`src/rtl/sobel_window_engine.sv`:
```
// sobel_window_engine: sliding 3x3 window, Sobel |Gx|+|Gy| saturated to 8 bits, 3-clock pipeline.
// Define SOBEL_THRESHOLD_EN to binarize the magnitude against thresh_i instead.
module sobel_window_engine #(
    parameter int IMG_WIDTH = 640
) (
    input  logic       sys_clk_i,
    input  logic       sys_rst_i,
    input  logic [7:0] row0_i,
    input  logic [7:0] row1_i,
    input  logic [7:0] row2_i,
    input  logic       valid_i,
`ifdef SOBEL_THRESHOLD_EN
    input  logic [7:0] thresh_i,
`endif
    output logic [7:0] pix_o,
    output logic       pix_valid_o,
    output logic       line_end_o
);
    localparam int CW = $clog2(IMG_WIDTH);
    localparam logic [CW-1:0] LAST = CW'(IMG_WIDTH - 1);
    // win_q[row][col]: row 0 = bottom (newest line), col 2 = newest column
    logic [2:0][2:0][7:0] win_q, win_d;
    logic [CW-1:0]        col_q, col_d;
    logic                 vld1_q, vld1_d, le1_q, le1_d;
    logic signed [10:0]   gx_q, gx_d, gy_q, gy_d;
    logic                 vld2_q, le2_q;
    logic [7:0]           pix_q, pix_d;
    logic                 vld3_q, le3_q;
    logic [10:0]          abs_x, abs_y, mag;

    function automatic logic signed [10:0] col_sum(input int c);
        return 11'(win_q[2][c]) + 11'({win_q[1][c], 1'b0}) + 11'(win_q[0][c]);
    endfunction

    function automatic logic signed [10:0] row_sum(input int r);
        return 11'(win_q[r][0]) + 11'({win_q[r][1], 1'b0}) + 11'(win_q[r][2]);
    endfunction

    always_comb begin
        col_d  = valid_i ? ((col_q == LAST) ? '0 : col_q + 1'b1) : col_q;
        win_d  = valid_i ? {{row2_i, win_q[2][2:1]}, {row1_i, win_q[1][2:1]}, {row0_i, win_q[0][2:1]}} : win_q;
        vld1_d = valid_i && (col_q >= CW'(2));
        le1_d  = valid_i && (col_q == LAST);
        gx_d   = col_sum(2) - col_sum(0);
        gy_d   = row_sum(0) - row_sum(2);
        abs_x  = gx_q[10] ? 11'(-gx_q) : 11'(gx_q);
        abs_y  = gy_q[10] ? 11'(-gy_q) : 11'(gy_q);
        mag    = abs_x + abs_y;
`ifdef SOBEL_THRESHOLD_EN
        pix_d  = (mag > {3'b000, thresh_i}) ? 8'hff : 8'h00;
`else
        pix_d  = (mag > 11'd255) ? 8'hff : mag[7:0];
`endif
    end

    always_ff @(posedge sys_clk_i or negedge sys_rst_i) begin
        if (!sys_rst_i) begin
            win_q  <= '0;
            col_q  <= '0;
            vld1_q <= 1'b0;
            le1_q  <= 1'b0;
            gx_q   <= '0;
            gy_q   <= '0;
            vld2_q <= 1'b0;
            le2_q  <= 1'b0;
            pix_q  <= '0;
            vld3_q <= 1'b0;
            le3_q  <= 1'b0;
        end else begin
            win_q  <= win_d;
            col_q  <= col_d;
            vld1_q <= vld1_d;
            le1_q  <= le1_d;
            gx_q   <= gx_d;
            gy_q   <= gy_d;
            vld2_q <= vld1_q;
            le2_q  <= le1_q;
            pix_q  <= pix_d;
            vld3_q <= vld2_q;
            le3_q  <= le2_q;
        end
    end

    assign pix_o       = pix_q;
    assign pix_valid_o = vld3_q;
    assign line_end_o  = le3_q;
endmodule

```
`config.mk`:
```
export PLATFORM = sky130hd
export DESIGN_NAME = sobel_window_engine
export DESIGN_NICKNAME = d
export VERILOG_FILES = /design/src/rtl/sobel_window_engine.sv
export SDC_FILE = /design/constraint.sdc
export NUM_CORES = 1
export LEC_CHECK = 0
export BUFFER_PORTS_ARGS = -buffer_cell sky130_fd_sc_hd__buf_2
export CAP_MARGIN = 15
export CORE_UTILIZATION = 45
export CTS_CLUSTER_DIAMETER = 150
export DETAILED_ROUTE_END_ITERATION = 10
export HOLD_SLACK_MARGIN = 0.03
export PLACE_DENSITY = 0.63
export SYNTH_ARGS = -nofsm -noshare
export SYNTH_HDL_FRONTEND = slang
export SYNTH_SLANG_ARGS = --single-unit
```
`constraint.sdc`:
```
create_clock -name sys_clk_i -period 8.8 [get_ports sys_clk_i]
set_input_delay 0.88 -clock sys_clk_i [delete_from_list [all_inputs] [get_ports sys_clk_i]]
set_output_delay 0.88 -clock sys_clk_i [all_outputs]
set_load 0.02 [all_outputs]
```
==> results.json <==
{
  "initial_core_util": 0.464,
  "hp-class": "reg -> reg",
  "clk_pin_slew_worst_paths_ns": 0.05,
  "wl_per_cell_um": 13.6,
  "yosysUniqueCellTypes": 43,
  "grt_pass1_vias": 4638,
  "synthCells": 630,
  "core_area_um2": 15300,
  "multiInputGateArea_um2": 3750,
  "vias": 4417,
  "synth_common_cells": "dfrtp_1 (118), inv_1 (89), fa_1 (63)",
  "track_usage": 0.169,
  "fmax_ghz": 0.279,
  "overflow": 0,
  "finalSetupTns_ns": 0,
  "die_h_um": 128,
  "syn_avg_cell_area_um2": 11.3,
  "async_flop_share": 1.00,
  "cts.sinks": 118,
  "yosysTopAreaCellShare": 0.416,
  "maxSlewViolCount": 0,
  "outcome": "complete, no violations",
  "num_antenna_cells": 0,
  "drt_first_pass_iters": 4,
  "worstSetupPathType": "reg -> reg",
  "ys_ff_latch": 118,
  "post-cts-setup-buffers": 0,
  "antenna_found_initial": 0,
  "cts_tree": "done",
  "critPathMaxFanout": 4,
  "drc_errors": 0,
  "final_nets": 799,
  "hold_buffers": 0,
  "fillerInstances": 1371,
  "end_kind": "flip-flop",
  "cts_buffers": 17,
  "area_growth_pct": 13.9,
  "start_kind": "flip-flop",
  "reg2reg_depth": 11,
  "cts.path.max_buffers": 2,
  "wl_mm": 12.2,
  "synth_area_um2": 7100,
  "port_buffers": 36,
  "fin_skew_ns": 0.00555,
  "yosys-top-cells-area": "dfrtp_1 (42%), fa_1 (18%), ha_1 (6.7%)",
  "crit_arrival_ns": 3.87,
  "worst_pin_slew_ns": 0.998,
  "register_area_um2": 2950,
  "yosys.area.top_type": "dfrtp_1",
  "drtIter0Drc": 225,
  "gp_congestion": 0.820,
  "yosys_warnings": 0,
  "cts_resized": 0,
  "maxCapViolCount": 0,
  "insertion_delay_ns": 0.41,
  "post-dp-hpwl_mm": 9.07,
  "synth_nets": 758,
  "rsz0062_at_grt": "no",
  "finalSetupViolCount": 0,
  "viasPerCell": 4.94,
  "grt_pass1_wl_mm": 21.3,
  "fin_crit_ns": 3.58,
  "die_w_um": 128,
  "min_path_cells": 0,
  "ant_nets": 0,
  "cp.required_ns": 9.09,
  "maxSlewHeadroom": 0.335,
  "cts_root_buffer": "clkbuf_16",
  "dieArea_um2": 16300,
  "synthMostInstantiatedCell": "dfrtp_1",
  "yosysSeqAreaShare": 0.416,
  "synth-edff-count": 0,
  "cts.htree.levels": 4,
  "final_layout_size_suffix_gt1_frac": 0.162,
  "rows": 45,
  "io_pins": 37,
  "grt_max_degree": 109,
  "hold_viol": 0,
  "fin_crit_sh": 0.407,
  "synth_flop_cell": "dfrtp_1"
}
path summary, 6_finish.rpt:
kind | start | to | slack, ns
setup / recovery | win_q[18] | gx_q[7] | 5.22
hold / removal | vld1_q | vld2_q | 0.35
setup reg to reg | win_q[18] | gx_q[7] | 5.22
hold reg to reg | vld1_q | vld2_q | 0.35
max in group asynchronous | sys_rst_i | col_q[1] | 7.06
min in group asynchronous | sys_rst_i | pix_o[5] | 0.55
layout by cell type (no fill, tap or decap), types with 7 or more instances in the layout:
cell type and instances:
buf_2 34, nor3_1 7, nor2_1 23, o21ai_0 49, a21o_1 8, xnor2_1 34, nand2_1 61, nor2b_1 7
dfrtp_1 118, a21oi_1 17, xor2_1 11, fa_1 63, clkbuf_16 17, inv_1 89, ha_1 38, mux2_2 36
per-stage QoR:
step	util	setup slack, ns	instances	area (um2)	hold WS (ns)
6_report	0.528	5.22	895	8080	0.348
5_1_grt	0.528	5.04	895	8080	0.364
3_3_place_gp	0.490	5.29	863	7500	0.331
4_1_cts	0.528	5.21	895	8080	0.350
3_5_place_dp	0.490	5.22	863	7500	0.338
2_1_floorplan	-	5.47	630	7100	0.331
sequential cells by signal, indices dropped and copies added (netlist names):
register,count
win_q,72
gy_q,11
col_q,10
pix_o,8
le2_q,1
pix_valid_o,1
vld1_q,1
line_end_o,1
vld2_q,1
gx_q,11
le1_q,1
worst max-delay path: stages, from the launching register on:
cell,delay (ns)
dfrtp_1,0.45
fa_1,0.60
fa_1,0.46
fa_1,0.59
inv_1,0.07
fa_1,0.46
nor2b_1,0.12
o21ai_0,0.11
a21boi_1,0.21
o21ai_0,0.12
nor2b_1,0.15
xnor2_1,0.13
final cells by class:
class	count	share of cell area
Multi-Input combinational cell	407	0.464
Sequential cell	118	0.365
Clock buffer	24	0.0596
Inverter	89	0.0413
Tap cell	211	0.0327
Timing Repair Buffer	38	0.0248
Clock inverter	8	0.0121
per-layer routing:
metal | part of all wire | vias up | global-route usage
met4 | 0.015 | 0 | 0.0671
met2 | 0.52 | 66 | 0.290
met1 | 0.44 | 2203 | 0.205
met3 | 0.026 | 17 | 0.0410
li1 | - | 2131 | -
met5 | 0 | - | 0
kinds of logic (layout without fill, tap and decap cells):
| family | Yosys count | after routing | share of synthesized area |
|---|---|---|---|
| AO/OA/AOI/OAI | 95 | 95 | 0.0825 |
| XOR/XNOR | 45 | 45 | 0.0555 |
| multiplexers | 37 | 37 | 0.0585 |
| buffers and inverters | 105 | 159 | 0.0555 |
| flip-flops | 118 | 118 | 0.416 |
| adder cells (fa/ha/maj) | 101 | 101 | 0.245 |
| AND/OR/NAND/NOR | 129 | 129 | 0.0874 |
Power is left out: the tool's default activity adds up to more than one toggle a clock period on the data nets, which glitch-free logic cannot reach.
